**config.mk**
```make
export PLATFORM = sky130hd
export DESIGN_NAME = ascon_sbox_layer_seq_flat
export DESIGN_NICKNAME = d
export VERILOG_FILES = /design/src/rtl/ascon_sbox_layer_seq_if.sv /design/src/rtl/ascon_sbox_layer_seq.sv /design/src/flat_wrapper.sv
export SDC_FILE = /design/constraint.sdc
export NUM_CORES = 1
export LEC_CHECK = 0
export ABC_AREA = 1
export BUFFER_PORTS_ARGS = -buffer_cell sky130_fd_sc_hd__clkbuf_2
export CORE_AREA = 2 2 494 496
export DETAILED_ROUTE_END_ITERATION = 10
export DIE_AREA = 0 0 496 498
export PLACE_DENSITY = 0.3
export SKIP_LAST_GASP = 1
export SLEW_MARGIN = 0
export SYNTH_ARGS = -nofsm -noshare
export SYNTH_HDL_FRONTEND = slang
export SYNTH_SLANG_ARGS = --single-unit
export TNS_END_PERCENT = 5
```
**constraint.sdc**
```tcl
create_clock -name clk_i -period 1.63 [get_ports clk_i]
set_input_delay 0.0815 -clock clk_i [delete_from_list [all_inputs] [get_ports clk_i]]
set_output_delay 0.0815 -clock clk_i [all_outputs]
set_load 0.02 [all_outputs]
```
**src/rtl/ascon_sbox_layer_seq_if.sv**
```systemverilog
// Handshake and S-box LUT bus for the sequential Ascon substitution layer.
// The slave side is the layer itself; the master side is its environment.
interface ascon_sbox_layer_seq_if;
    logic [4:0][63:0] state_i;
    logic             in_valid_i;
    logic             in_ready_o;
    logic [4:0][63:0] state_o;
    logic             out_valid_o;
    logic             out_ready_i;
    logic [63:0][4:0] sbox_addr_o;
    logic [63:0][4:0] sbox_data_i;
    logic             busy_o;

    modport slave (
        input  state_i,
        input  in_valid_i,
        output in_ready_o,
        output state_o,
        output out_valid_o,
        input  out_ready_i,
        output sbox_addr_o,
        input  sbox_data_i,
        output busy_o
    );

    modport master (
        output state_i,
        output in_valid_i,
        input  in_ready_o,
        input  state_o,
        input  out_valid_o,
        output out_ready_i,
        input  sbox_addr_o,
        output sbox_data_i,
        input  busy_o
    );
endinterface

```
**src/rtl/ascon_sbox_layer_seq.sv**
```systemverilog
// Ascon 5-bit S-box layer over 64 lanes, looked up LANES_PER_CYCLE lanes at a time
// through an external combinational LUT.
//
// state  | meaning
// IDLE   | ready for a new state, LUT address bus held at zero
// LOOKUP | driving one chunk of packed lane addresses per cycle
// DONE   | result held on state_o until downstream takes it
module ascon_sbox_layer_seq #(
    parameter int LANES_PER_CYCLE = 16
) (
    input  logic                  clk_i,
    input  logic                  rst_i,
    ascon_sbox_layer_seq_if.slave bus
);
    localparam int NUM_CHUNKS = 64 / LANES_PER_CYCLE;
    localparam int CNT_W      = (NUM_CHUNKS > 1) ? $clog2(NUM_CHUNKS) : 1;
    localparam logic [CNT_W-1:0] LAST_CHUNK = CNT_W'(NUM_CHUNKS - 1);

    typedef enum logic [1:0] {
        IDLE   = 2'd0,
        LOOKUP = 2'd1,
        DONE   = 2'd2
    } state_t;

    state_t           state_q;
    logic [CNT_W-1:0] chunk_q;
    logic [4:0][63:0] in_q;
    logic [4:0][63:0] res_q;
    logic             in_ready_q;
    logic             out_valid_q;
    logic             busy_q;
    logic [63:0]      lane_active;
    logic [63:0][4:0] addr;

    // A lane is active when it belongs to the chunk selected by the counter.
    always_comb begin
        lane_active = '0;
        for (int i = 0; i < 64; i++) begin
            lane_active[i] = (state_q == LOOKUP) &&
                             (CNT_W'(i / LANES_PER_CYCLE) == chunk_q);
        end
    end

    always_comb begin
        addr = '0;
        for (int i = 0; i < 64; i++) begin
            if (lane_active[i]) begin
                addr[i] = {in_q[0][i], in_q[1][i], in_q[2][i], in_q[3][i], in_q[4][i]};
            end
        end
    end

    always_ff @(posedge clk_i) begin
        if (rst_i) begin
            state_q     <= IDLE;
            chunk_q     <= '0;
            in_q        <= '0;
            res_q       <= '0;
            in_ready_q  <= 1'b1;
            out_valid_q <= 1'b0;
            busy_q      <= 1'b0;
        end else begin
            for (int i = 0; i < 64; i++) begin
                if (lane_active[i]) begin
                    res_q[0][i] <= bus.sbox_data_i[i][4];
                    res_q[1][i] <= bus.sbox_data_i[i][3];
                    res_q[2][i] <= bus.sbox_data_i[i][2];
                    res_q[3][i] <= bus.sbox_data_i[i][1];
                    res_q[4][i] <= bus.sbox_data_i[i][0];
                end
            end

            case (state_q)
                IDLE: begin
                    if (bus.in_valid_i) begin
                        in_q       <= bus.state_i;
                        chunk_q    <= '0;
                        state_q    <= LOOKUP;
                        in_ready_q <= 1'b0;
                        busy_q     <= 1'b1;
                    end
                end
                LOOKUP: begin
                    if (chunk_q == LAST_CHUNK) begin
                        chunk_q     <= '0;
                        state_q     <= DONE;
                        busy_q      <= 1'b0;
                        out_valid_q <= 1'b1;
                    end else begin
                        chunk_q <= chunk_q + CNT_W'(1);
                    end
                end
                DONE: begin
                    // Return to IDLE only; a new state is taken no earlier than next cycle.
                    if (bus.out_ready_i) begin
                        state_q     <= IDLE;
                        out_valid_q <= 1'b0;
                        in_ready_q  <= 1'b1;
                    end
                end
                default: begin
                    state_q     <= IDLE;
                    chunk_q     <= '0;
                    in_ready_q  <= 1'b1;
                    out_valid_q <= 1'b0;
                    busy_q      <= 1'b0;
                end
            endcase
        end
    end

    assign bus.in_ready_o  = in_ready_q;
    assign bus.out_valid_o = out_valid_q;
    assign bus.busy_o      = busy_q;
    assign bus.state_o     = res_q;
    assign bus.sbox_addr_o = addr;
endmodule
```
**src/flat_wrapper.sv**
```systemverilog
// flat-port wrapper written by rule: the top's interface ports become plain ports
module ascon_sbox_layer_seq_flat 
#(
    parameter int LANES_PER_CYCLE = 16
)
  (clk_i, rst_i, bus_state_i, bus_in_valid_i, bus_in_ready_o, bus_state_o, bus_out_valid_o, bus_out_ready_i, bus_sbox_addr_o, bus_sbox_data_i, bus_busy_o);
  ascon_sbox_layer_seq_if bus_i ();
  input  logic clk_i;
  input  logic rst_i;
  input wire logic [$bits(bus_i.state_i)-1:0] bus_state_i;
  input wire logic [$bits(bus_i.in_valid_i)-1:0] bus_in_valid_i;
  output wire logic [$bits(bus_i.in_ready_o)-1:0] bus_in_ready_o;
  output wire logic [$bits(bus_i.state_o)-1:0] bus_state_o;
  output wire logic [$bits(bus_i.out_valid_o)-1:0] bus_out_valid_o;
  input wire logic [$bits(bus_i.out_ready_i)-1:0] bus_out_ready_i;
  output wire logic [$bits(bus_i.sbox_addr_o)-1:0] bus_sbox_addr_o;
  input wire logic [$bits(bus_i.sbox_data_i)-1:0] bus_sbox_data_i;
  output wire logic [$bits(bus_i.busy_o)-1:0] bus_busy_o;
  assign bus_i.state_i = bus_state_i;
  assign bus_i.in_valid_i = bus_in_valid_i;
  assign bus_in_ready_o = bus_i.in_ready_o;
  assign bus_state_o = bus_i.state_o;
  assign bus_out_valid_o = bus_i.out_valid_o;
  assign bus_i.out_ready_i = bus_out_ready_i;
  assign bus_sbox_addr_o = bus_i.sbox_addr_o;
  assign bus_i.sbox_data_i = bus_sbox_data_i;
  assign bus_busy_o = bus_i.busy_o;
  ascon_sbox_layer_seq #(.LANES_PER_CYCLE(LANES_PER_CYCLE)) u_core (.clk_i(clk_i), .rst_i(rst_i), .bus(bus_i));
endmodule
```
### Yosys cells after proc, flatten, opt, wreduce, memory -nomap -nowiden

Index checks and enable logic that the tools add are counted.

| word-level totals | value |
|---|---|
| register bits after elaboration | 647 |
| bits in latches | 0 |
| memory bits (writable) | 0 |
| ROM bits | 0 |
| bits of input ports | 644 |
| output and inout port bits | 643 |
| logic and storage cells | 135 |
| memories | 0 |

| operators by class | value |
|---|---|
| $add $sub $neg | 1 |
| multipliers | 0 |
| divide/modulo/power cells | 0 |
| $lt $le $gt $ge | 0 |
| equal/unequal tests | 9 |
| shifts and indexed selects | 0 |
| mux-type cells | 80 |
| bitwise gates (word level) | 3 |
| reduce and logical (&&, ||, !) cells | 12 |

Operator list:

| kind | count |
|---|---|
| two-way mux 5 bit | 64 |
| one-hot mux 2 bit (3 select lines) | 2 |
| AND reduction 3 bit | 4 |
| two-way mux 2 bit | 5 |
| one-hot mux 1 bit (3 select lines) | 3 |
| two-way mux 1 bit | 6 |
| inequality test 2 bit, second input constant | 3 |
| equality test 2 bit, first input constant | 2 |
| equality test 2 bit, second input constant | 2 |
| logical AND 1 bit | 4 |
| logical NOT 2 bit | 2 |
| AND reduction 2 bit | 2 |
| NOT 1 bit | 3 |
| adder 2 x 1 -> 2 bit, second input constant | 1 |
| equality test 1 x 2 -> 1 bit, first input constant | 1 |
| equality test 2 x 1 -> 1 bit, second input constant | 1 |

### Longest topological paths before layout

Gate-level depths: netlist of the first run.

| logic depth | value |
|---|---|
| depth in word-level cells | 3 |
| mapped depth | 9 |

### Worst setup path after synthesis of the first run

OpenSTA, ideal clock, no wires.

| path | value |
|---|---|
| kind | reg2out |
| from | reg u_core.chunk_q[0] |
| to | out bus_sbox_addr_o[0] |
| arrival | 1535 ps |
| data required time | 1548 ps |
| setup slack | 13 ps |
| cell stages (with the launch flop) | 8 |
| path buffers | 3 |
| cell sequence | dfxtp_1 inv_1 ha_1 clkbuf_1 nand2_2 buf_4 buf_2 nor2_1 |

| on the way | value |
|---|---|
| word-level cells in the longest chain between the ends | 3 |

RTL lines:

| element | RTL line | text |
|---|---|---|
| start, declared | ascon_sbox_layer_seq.sv:26 | `logic [CNT_W-1:0] chunk_q;` |
| start signal, assigned | ascon_sbox_layer_seq.sv:90 | `chunk_q <= chunk_q + CNT_W'(1);` |
| logical NOT 2 bit | ascon_sbox_layer_seq.sv:40 | `(CNT_W'(i / LANES_PER_CYCLE) == chunk_q);` |
| logical AND 1 bit | ascon_sbox_layer_seq.sv:39 | `lane_active[i] = (state_q == LOOKUP) &&` |
| two-way mux 5 bit | ascon_sbox_layer_seq.sv:47 | `if (lane_active[i]) begin` |
| end, declared | flat_wrapper.sv:16 | `output wire logic [$bits(bus_i.sbox_addr_o)-1:0] bus_sbox_addr_o;` |

Every way passes these cells.

### Worst setup path in the final report of the first run

| path | value |
|---|---|
| from | reg u_core.chunk_q[0] |
| to | out bus_sbox_addr_o[143] |

| on the way | value |
|---|---|
| word-level cells in the longest chain between the ends | 3 |

RTL lines:

| element | RTL line |
|---|---|
| equality test 1 x 2 -> 1 bit | ascon_sbox_layer_seq.sv:40 |
| logical AND 1 bit | ascon_sbox_layer_seq.sv:39 |
| two-way mux 5 bit | ascon_sbox_layer_seq.sv:47 |

Every way passes these cells.

==> results of run 1 <==
## flip-flops by register name, summed over array words and instances (netlist names)
register	cells
u_core.in_q	320
u_core.chunk_q	2
u_core.bus.out_valid_o	1
u_core.state_q	2
u_core.bus.busy_o	1
u_core.bus.state_o	320
u_core.bus.in_ready_o	1
## per-stage QoR
stage               cell area (sq um)  utilization (%)  total power [mW]
floorplan                       24700                -              20.6
global placement                36500             15.1              24.0
detailed placement              36500             15.1              24.0
CTS                             47000             19.4              46.2
global route                    47800             19.7              47.5
finish                          47800             19.8              45.2
## final timing paths
| kind | start | endpoint | slack, ns | depth (start not counted) |
|---|---|---|---|---|
| max | u_core.chunk_q[0] | bus_sbox_addr_o[143] | -0.66 | 7 |
| min reg2reg | u_core.in_q[7] | u_core.in_q[7] | 0.45 | 2 |
| max reg2reg | u_core.state_q[1] | u_core.bus.state_o[182] | -0.21 | 10 |
| min | bus_sbox_data_i[303] | u_core.bus.state_o[124] | 0.16 | 4 |
## repair_timing
action,4_1_cts,5_1_grt
hold endpoints to repair,647,0
cloned,5,4
pin swaps,8,5
hold buffers,643,0
resized for setup,211,242
endpoints found under the setup margin,709,820
setup buffers,15,12
## critical path, delay by kind of cell, from the launching register on
kind / cells / cell delay, ns
adder cells (fa/ha/maj): 1 / 0.16
AND/OR/NAND/NOR: 2 / 0.23
flip-flops: 1 / 0.36
buffers and inverters: 4 / 0.68
## cells by family (layout without fill, tap and decap cells)
logic type	count (synthesis)	count (layout)	share of synthesized area, %
other cells	0	31	0
simple gates	982	982	16.7
compound gates	969	969	19.6
fa+ha+maj	5	5	0.253
buf+inv	613	2705	11.0
flops	647	647	52.4
## routing by layer
layer  share of wire [%]  global-route usage [%]  vias up
met5                0.15                       0        -
met4                 2.7                    3.44       38
met3                 6.4                    3.42      198
met2                  50                    22.5     1017
met1                  40                    14.2    13900
li1                    -                       -    14600
## cell type report
cell class | count | share of cell area, %
clock buffers | 135 | 5.46
well taps | 3202 | 8.38
multi-input cells | 1956 | 20.2
clock inverters | 24 | 0.775
inverters | 331 | 2.65
repair buffers | 2215 | 35.2
diodes | 31 | 0.162
flip-flops and latches | 647 | 27.1
## layout by cell type (no fill, tap or decap), types with 2 or more instances in the layout
cell,netlist,layout
ha_4,0,4
inv_1,329,326
nand3b_1,2,2
nand3_1,320,320
clkbuf_1,119,24
buf_8,1,18
o21ai_1,60,60
buf_12,0,64
a21oi_1,646,646
dfxtp_4,0,2
nand2_8,0,4
clkinv_4,0,2
dfxtp_1,647,643
buf_6,32,44
nor2_4,0,64
nand2_1,333,331
nor2_2,0,18
inv_4,0,2
buf_16,0,9
clkinv_8,0,2
buf_2,103,17
nand2_4,3,2
clkbuf_8,0,53
clkbuf_16,0,92
diode_2,0,31
dfxtp_2,0,2
nor2_1,321,239
nor3_1,2,2
buf_4,8,204
clkinv_2,0,10
o21ai_0,262,262
clkinv_16,0,4
bufinv_16,0,5
dlygate4sd3_1,0,643
clkbuf_4,0,10
clkbuf_2,0,1171
## power breakdown
group | leakage [nW] | switching, mW | internal, mW
combinational | 13.1 | 4.55 | 3.40
clock | 1.45 | 8.23 | 11.9
sequential | 5.30 | 0.317 | 16.9
==> flow_metrics.py, run 1 <==
metrics = {
    "placement": {
        "post-place-ws_ns": -0.305,
        "gp_congestion": 0.827,
        "dp_hpwl_mm": 128,
        "dp.cells": 7678,
        "portBuffers": 1286,
    },
    "critical_path": {
        "end_kind": "output port",
        "crit_path_max_incr_delay_ns": 0.36,
        "critPathSlowestCell": "dfxtp_4",
        "crit_chain": "buf_6, ha_4, nand2_8, buf_16, buf_4, nor2_1, clkbuf_2",
        "worstPathArrival_ns": 2.21,
        "cp-start-kind": "flip-flop",
        "required_ns": 1.55,
        "critical_path_class": "flip-flop to output port",
        "crit_fanout": 8,
    },
    "drt": {
        "drc": 0,
        "wl_per_cell_um": 19.0,
        "drt_iter0_drc": 1261,
        "dr.pass1.iters": 5,
        "routed_via_density": 3.48,
        "ant_nets": 0,
        "finalWirelength_mm": 162,
        "vias": 29700,
    },
    "cts": {
        "cts_made_buffers": 87,
        "htreeDepth": 3,
        "cts_sinks": 647,
        "ctsLongestPathBuffers": 3,
        "clock-root-buffer": "clkbuf_16",
        "tritoncts": "done",
        "clk_latency_ns": 0.72,
        "path_clk_slew_ns": 0.06,
    },
    "global_route": {
        "track_usage_pct": 12.5,
        "grt_overflow": 0,
        "antenna_found_initial": 52,
        "grt_pass1_wl_mm": 224,
        "grt_max_degree": 78,
        "grt_pass1_vias": 30500,
    },
    "final_layout": {
        "register_area_sq_um": 13000,
        "area_growth_pct": 93.5,
        "fill_cells": 27400,
        "multi_input_area_sq_um": 9670,
        "drive_gt1_share_pct": 34.1,
        "final_cell_count_no_fill": 8541,
        "finalNetCount": 5887,
    },
    "yosys": {
        "synth_most_common_cell": "dfxtp_1",
        "synthTopCellsByCount": "647 x dfxtp_1, 646 x a21oi_1, 333 x nand2_1",
        "syn_area_sq_um": 24700,
        "ys_ff_latch": 647,
        "yosysWarnings": 0,
        "syn_avg_cell_area_sq_um": 7.68,
        "yosys_most_used_dff": "dfxtp_1",
        "synth_edf_count": 0,
        "synthArstFlopShare_pct": 0,
        "synth_cells": 3216,
        "synth-seq-area-share_pct": 52.4,
        "synth_top_area_share_pct": 52.4,
        "synth_area_leaders": "dfxtp_1 52%, a21oi_1 13%, nand3_1 6.5%",
        "syn-num-nets": 3865,
        "ys_types": 21,
        "yosysTopAreaCell": "dfxtp_1",
    },
    "timing": {
        "worst_slack_ns": -0.657,
        "period_share_pct": 140,
        "maxSlewHeadroom_pct": 53.0,
        "skew_ns": 0.0383,
        "final.setup.tns_ns": -205.37,
        "timing.final.setup_violations": 648,
        "final-hold-violation-count": 0,
        "fin_crit_ns": 2.29,
        "max_freq_mhz": 437,
        "grt_setup_unrepaired": "true",
        "tightest_slew_ns": 0.705,
        "timing.hold.ws_ns": 0.157,
        "drv_slew": 0,
    },
    "floorplan": {
        "fp-row-count": 181,
        "die-area_sq_um": 247000,
        "start_util_pct": 10.2,
        "dieWidth_um": 496,
        "fp.dieH_um": 498,
        "ios": 1287,
        "core_sq_um": 242000,
    },
    "pwr": {
        "peakVddDrop_uv": 686,
        "power.density_nw_per_um2": 946,
        "p_leak_nw": 19.9,
    },
    "status": {
        "outcome": "complete, but fails checks",
        "violations": "setup timing",
    },
    "min_path": {
        "worstHoldPathType": "input port to flip-flop",
    },
    "job": {
        "drv_cap": 0,
    },
}
Note: power is estimated with default switching activity, not from simulation.
==> inputs of run 2 (changes only) <==
--- a/config.mk
+++ b/config.mk
@@ -6,10 +6,10 @@
 export NUM_CORES = 1
 export LEC_CHECK = 0
 export ABC_AREA = 1
-export BUFFER_PORTS_ARGS = -buffer_cell sky130_fd_sc_hd__clkbuf_2
-export CORE_AREA = 2 2 494 496
+export CORE_AREA = 2 2 499 501
 export DETAILED_ROUTE_END_ITERATION = 10
-export DIE_AREA = 0 0 496 498
+export DIE_AREA = 0 0 501 503
+export DONT_BUFFER_PORTS = 1
 export PLACE_DENSITY = 0.3
 export SKIP_LAST_GASP = 1
 export SLEW_MARGIN = 0
==> run 2 against run 1 <==
The flow finishes with violations (hold timing, slew limit, setup timing); register-to-register slack lost 0.25 ns; total power shrank 4.8%; setup slack got worse by 0.0022 ns; critical path depth grew 1; routed wire length shrank 4.9%; critical endpoint is now bus_sbox_addr_o[71].
==> flow_metrics.py, run 2 (synthesis gave the netlist of run 1 again) <==
metrics = {
    "drt": {
        "top_layer": "met5",
        "wl_met3_mm": 12.8,
        "met1_length_mm": 58.4,
        "wl_per_cell_um": 20.5,
        "drc": 0,
        "routed_via_density": 3.47,
        "ant_nets": 0,
        "drt_iter0_drc": 1476,
        "dr.pass1.iters": 5,
        "vias": 26200,
        "finalWirelength_mm": 155,
        "wl_met2_mm": 78.1,
    },
    "job": {
        "drv_cap": 0,
    },
    "floorplan": {
        "die-area_sq_um": 252000,
        "start_util_pct": 10.0,
        "dieWidth_um": 501,
        "core_sq_um": 247000,
        "fp.dieH_um": 503,
        "ios": 1287,
        "fp-row-count": 183,
    },
    "global_route": {
        "grt_pass1_vias": 25600,
        "antenna_found_initial": 62,
        "track_usage_pct": 11.5,
        "grt_pass1_wl_mm": 207,
        "grt_overflow": 0,
        "grt_max_degree": 328,
    },
    "pwr": {
        "power.density_nw_per_um2": 1030,
        "peakVddDrop_uv": 773,
        "p_total_mw": 43.1,
        "p_leak_nw": 15.4,
    },
    "critical_path": {
        "end_kind": "output port",
        "crit_fanout": 20,
        "worstPathArrival_ns": 2.21,
        "crit_chain": "inv_2, buf_4, ha_4, nand2_8, buf_16, buf_12, nor2_2, buf_6",
        "critPathSlowestCell": "dfxtp_4",
        "critical_path_class": "flip-flop to output port",
        "required_ns": 1.55,
        "crit_path_max_incr_delay_ns": 0.37,
        "cp-start-kind": "flip-flop",
    },
    "final_layout": {
        "final_cell_mix": "646 x a21oi_1, 643 x dfxtp_1, 590 x dlygate4sd3_1",
        "fill_cells": 28000,
        "area_growth_pct": 70.0,
        "final_cell_count_no_fill": 7548,
        "register_area_sq_um": 13000,
        "finalNetCount": 4870,
        "layout_commonest_cell": "a21oi_1",
        "drive_gt1_share_pct": 18.8,
        "multi_input_area_sq_um": 9390,
    },
    "cts": {
        "cts_made_buffers": 85,
        "cts_sinks": 647,
        "clock-root-buffer": "clkbuf_16",
        "path_clk_slew_ns": 0.06,
        "htreeDepth": 3,
        "clk_latency_ns": 0.71,
        "ctsLongestPathBuffers": 3,
        "tritoncts": "done",
    },
    "placement": {
        "portBuffers": 0,
        "gp_congestion": 0.835,
        "dp.cells": 6757,
        "dp_hpwl_mm": 120,
        "post-place-ws_ns": -0.337,
    },
    "timing": {
        "timing.hold.ws_ns": -0.516,
        "skew_ns": 0.0211,
        "grt_setup_unrepaired": "true",
        "final-hold-violation-count": 128,
        "fin_crit_ns": 2.29,
        "maxSlewHeadroom_pct": -19.0,
        "timing.final.setup_violations": 856,
        "tightest_slew_ns": 1.78,
        "max_freq_mhz": 437,
        "period_share_pct": 140,
        "worst_slack_ns": -0.659,
        "drv_slew": 139,
    },
    "status": {
        "outcome": "complete, but fails checks",
        "violations": "hold timing, slew limit, setup timing",
    },
    "min_path": {
        "worstHoldPathType": "input port to flip-flop",
    },
}
[run 2: cell type report]
class / instances / share of cell area (%)
Multi-Input combinational cell: 1956 / 22.4
Antenna cell: 24 / 0.143
Clock inverter: 20 / 0.742
Clock buffer: 133 / 5.92
Sequential cell: 647 / 30.9
Inverter: 331 / 3.01
Tap cell: 3237 / 9.65
Timing Repair Buffer: 1200 / 27.3
[run 2: final timing paths]
kind | end | slack, ns | startpoint | cells past startpoint
hold / removal | u_core.bus.state_o[238] | -0.52 | rst_i | 1
setup / recovery | bus_sbox_addr_o[71] | -0.66 | u_core.chunk_q[1] | 8
setup reg to reg | u_core.bus.state_o[120] | -0.46 | u_core.state_q[1] | 11
hold reg to reg | u_core.in_q[175] | 0.45 | u_core.in_q[175] | 2
[run 2: worst max-delay path: cells and delay by family (launching register included)]
kind	cells	cell delay [ns]
flops	1	0.37
fa+ha+maj	1	0.16
simple gates	2	0.19
buf+inv	5	0.71
[run 2: metrics by stage]
stage	util, %	TNS, ns	cell area (sq um)
after floorplan	-	0	24700
after global placement	13.1	-95.36	32400
after detailed placement	13.1	-71.68	32400
after CTS	16.7	-278.87	41200
after global routing	17.0	-356.77	42000
final	17.0	-252.80	42000
[run 2: per-layer routing]
| metal | global-route usage [%] | vias up |
|---|---|---|
| met3 | 3.85 | 229 |
| met5 | 0 | - |
| met1 | 12.4 | 12200 |
| li1 | - | 12600 |
| met4 | 3.94 | 58 |
| met2 | 20.8 | 1120 |
[run 2: repair_timing]
action,4_1_cts,5_1_grt
hold buffers,570,20
endpoints found under the hold margin,647,322
pin swaps,4,3
gates cloned,2,4
buffers inserted,13,6
resized for setup,60,96
endpoints found under the setup margin,872,911
[run 2: report_power, final]
| group | leakage, nW | switching [mW] | internal (mW) |
|---|---|---|---|
| Clock | 1.36 | 8.03 | 11.3 |
| Combinational | 8.72 | 3.58 | 2.64 |
| Sequential | 5.30 | 0.629 | 16.9 |
| Total | 15.4 | 12.2 | 30.8 |
==> inputs of run 3 (changes only) <==
--- a/config.mk
+++ b/config.mk
@@ -5,10 +5,9 @@
 export SDC_FILE = /design/constraint.sdc
 export NUM_CORES = 1
 export LEC_CHECK = 0
-export ABC_AREA = 1
-export CORE_AREA = 2 2 499 501
+export CORE_AREA = 2 2 496 498
 export DETAILED_ROUTE_END_ITERATION = 10
-export DIE_AREA = 0 0 501 503
+export DIE_AREA = 0 0 498 500
 export DONT_BUFFER_PORTS = 1
 export PLACE_DENSITY = 0.3
 export SKIP_LAST_GASP = 1
==> run 3 against run 2 <==
The flow finishes with violations (hold timing, setup timing); sequential power hardly changed; hold slack gained 0.49 ns; flip-flop and latch count did not move; final area shrank 1.4%; maximum frequency fell by 4.2%; largest power group unchanged; register-to-register slack better by 0.08 ns; critical endpoint is now bus_sbox_addr_o[124].
==> flow_metrics.py, run 3 <==
metrics = {
    "placement": {
        "dp_hpwl_mm": 113,
        "post-place-ws_ns": -0.196,
        "portBuffers": 0,
        "dp.cells": 6432,
        "gp_congestion": 0.811,
    },
    "timing": {
        "drv_slew": 0,
        "worst_slack_ns": -0.758,
        "tightest_slew_ns": 1.16,
        "maxSlewHeadroom_pct": 22.6,
        "final-hold-violation-count": 2,
        "max_freq_mhz": 419,
        "grt_setup_unrepaired": "true",
        "skew_ns": 0.0392,
        "final.setup.tns_ns": -242.09,
        "timing.final.setup_violations": 697,
        "fin_crit_ns": 2.39,
        "period_share_pct": 147,
        "timing.hold.ws_ns": -0.0307,
    },
    "cts": {
        "tritoncts": "done",
        "ctsLongestPathBuffers": 3,
        "cts_made_buffers": 88,
        "clk_latency_ns": 0.71,
        "cts_sinks": 647,
        "htreeDepth": 3,
        "clock-root-buffer": "clkbuf_16",
        "path_clk_slew_ns": 0.05,
    },
    "drt": {
        "finalWirelength_mm": 151,
        "dr.pass1.iters": 5,
        "drc": 0,
        "drt_iter0_drc": 1451,
        "routed_via_density": 3.41,
        "ant_nets": 0,
        "wl_per_cell_um": 20.6,
        "vias": 24900,
    },
    "final_layout": {
        "drive_gt1_share_pct": 14.7,
        "fill_cells": 27600,
        "final_cell_mix": "1283 x nand2_1, 675 x dlygate4sd3_1, 645 x a21oi_1",
        "layout_commonest_cell": "nand2_1",
        "area_growth_pct": 69.1,
        "fin_util_pct": 16.9,
        "final_cell_count_no_fill": 7323,
        "finalNetCount": 4659,
    },
    "yosys": {
        "synth_area_leaders": "dfxtp_1 53%, nand2_1 20%, a21oi_1 13%",
        "syn_avg_cell_area_sq_um": 7.70,
        "ys_types": 20,
        "synth_most_common_cell": "nand2_1",
        "yosysWarnings": 0,
        "synthTopCellsByCount": "1283 x nand2_1, 647 x dfxtp_1, 645 x a21oi_1",
        "syn-num-nets": 3830,
        "synth-seq-area-share_pct": 52.9,
        "yosysTopAreaCell": "dfxtp_1",
        "synth_cells": 3181,
        "synth_edf_count": 0,
        "syn_area_sq_um": 24500,
        "yosys_most_used_dff": "dfxtp_1",
        "ys_ff_latch": 647,
        "synth_top_area_share_pct": 52.9,
        "synthArstFlopShare_pct": 0,
    },
    "critical_path": {
        "reg2reg_slack_ns": -0.38,
        "critical_path_class": "flip-flop to output port",
        "required_ns": 1.55,
        "crit_fanout": 19,
        "cpMostUsedCell": "buf_12",
        "end_kind": "output port",
        "crit_chain": "inv_2, ha_2, and3b_4, buf_12, buf_16, and2_1, buf_12",
        "crit_path_max_incr_delay_ns": 0.34,
        "worstPathArrival_ns": 2.31,
        "critPathSlowestCell": "dfxtp_2",
        "cp-start-kind": "flip-flop",
    },
    "pwr": {
        "peakVddDrop_uv": 775,
        "p_switching_mw": 11.5,
        "power.density_nw_per_um2": 1020,
        "clkPwrFrac_pct": 48.7,
        "switching_share_pct": 27.2,
        "pwr-share-seq_pct": 40.5,
        "p_comb_share_pct": 10.8,
        "p_int_mw": 30.8,
        "p_leak_nw": 14.9,
    },
    "global_route": {
        "antenna_found_initial": 53,
        "grt_pass1_wl_mm": 207,
        "track_usage_pct": 11.6,
        "grt_pass1_vias": 25600,
        "grt_util_met3_pct": 4.43,
        "use_met1_pct": 13.1,
        "grt_max_degree": 649,
        "top_usage_layer": "met2",
        "grt_overflow": 0,
        "grtUsageMet2_pct": 20.3,
    },
    "floorplan": {
        "fp-row-count": 182,
        "die-area_sq_um": 249000,
        "fp.dieH_um": 500,
        "core_sq_um": 244000,
        "start_util_pct": 10.0,
        "ios": 1287,
        "dieWidth_um": 498,
    },
    "status": {
        "violations": "hold timing, setup timing",
        "outcome": "complete, but fails checks",
    },
    "job": {
        "drv_cap": 0,
    },
    "min_path": {
        "worstHoldPathType": "input port to flip-flop",
    },
}
==> run 3: kinds of logic after synthesis <==
group                    share of synthesized area, %
AND/OR/NAND/NOR                                  28.4
AO/OA/AOI/OAI                                    13.3
flip-flops                                       52.9
buffers and inverters                            5.14
adder cells (fa/ha/maj)                         0.256
==> run 3: what timing repair did <==
| action | in CTS | in global routing |
|---|---|---|
| pin swaps | 6 | 1 |
| hold endpoints to repair | 647 | 175 |
| hold buffers | 615 | 62 |
| setup endpoints to repair | 849 | 904 |
| gates cloned | 13 | 0 |
| buffers inserted | 14 | 2 |
| gates resized for setup | 155 | 67 |
==> run 3: final timing paths <==
| kind | startpoint | to | depth (start not counted) |
|---|---|---|---|
| hold reg to reg | u_core.in_q[69] | u_core.in_q[69] | 2 |
| setup reg to reg | u_core.chunk_q[0] | u_core.bus.state_o[203] | 10 |
| hold / removal | rst_i | u_core.in_q[298] | 3 |
| setup / recovery | u_core.chunk_q[1] | bus_sbox_addr_o[124] | 7 |
==> run 3: worst max-delay path, delay by kind of cell (launching register included) <==
family | cells | cell delay, ns
flops | 1 | 0.34
buf+inv | 4 | 0.56
fa+ha+maj | 1 | 0.17
simple gates | 2 | 0.45
==> run 3: cell type report <==
class / count / area (sq um) / area share [%]
flip-flops and latches: 647 / 13000 / 31.3
clock inverters: 35 / 493 / 1.19
repair buffers: 992 / 10700 / 25.9
inverters: 3 / 11.3 / 0.0272
diodes: 22 / 55.1 / 0.133
clock buffers: 126 / 2560 / 6.19
well taps: 3220 / 4030 / 9.73
multi-input cells: 2278 / 10600 / 25.5
==> run 3: power by group through the flow <==
stage	registers (mW)	logic, mW	clock network (mW)
final	17.2	4.59	20.6
after global routing	17.2	5.01	22.1
after CTS	17.2	4.21	21.5
after detailed placement	17.5	2.63	0
after global placement	17.5	2.61	0
after floorplan	17.3	1.72	0
==> run 3: per-stage QoR <==
| step | cell area [sq um] | power [mW] |
|---|---|---|
| after detailed placement | 30600 | 20.1 |
| final | 41400 | 42.4 |
| after global placement | 30600 | 20.1 |
| after global routing | 41400 | 44.3 |
| after CTS | 40500 | 42.9 |
| after floorplan | 24500 | 19.0 |
==> run 3: layer usage <==
layer	wire, um	part of all wire [%]
met5	303	0.20
met4	3760	2.5
met3	13400	8.9
met2	74300	49
met1	59300	39
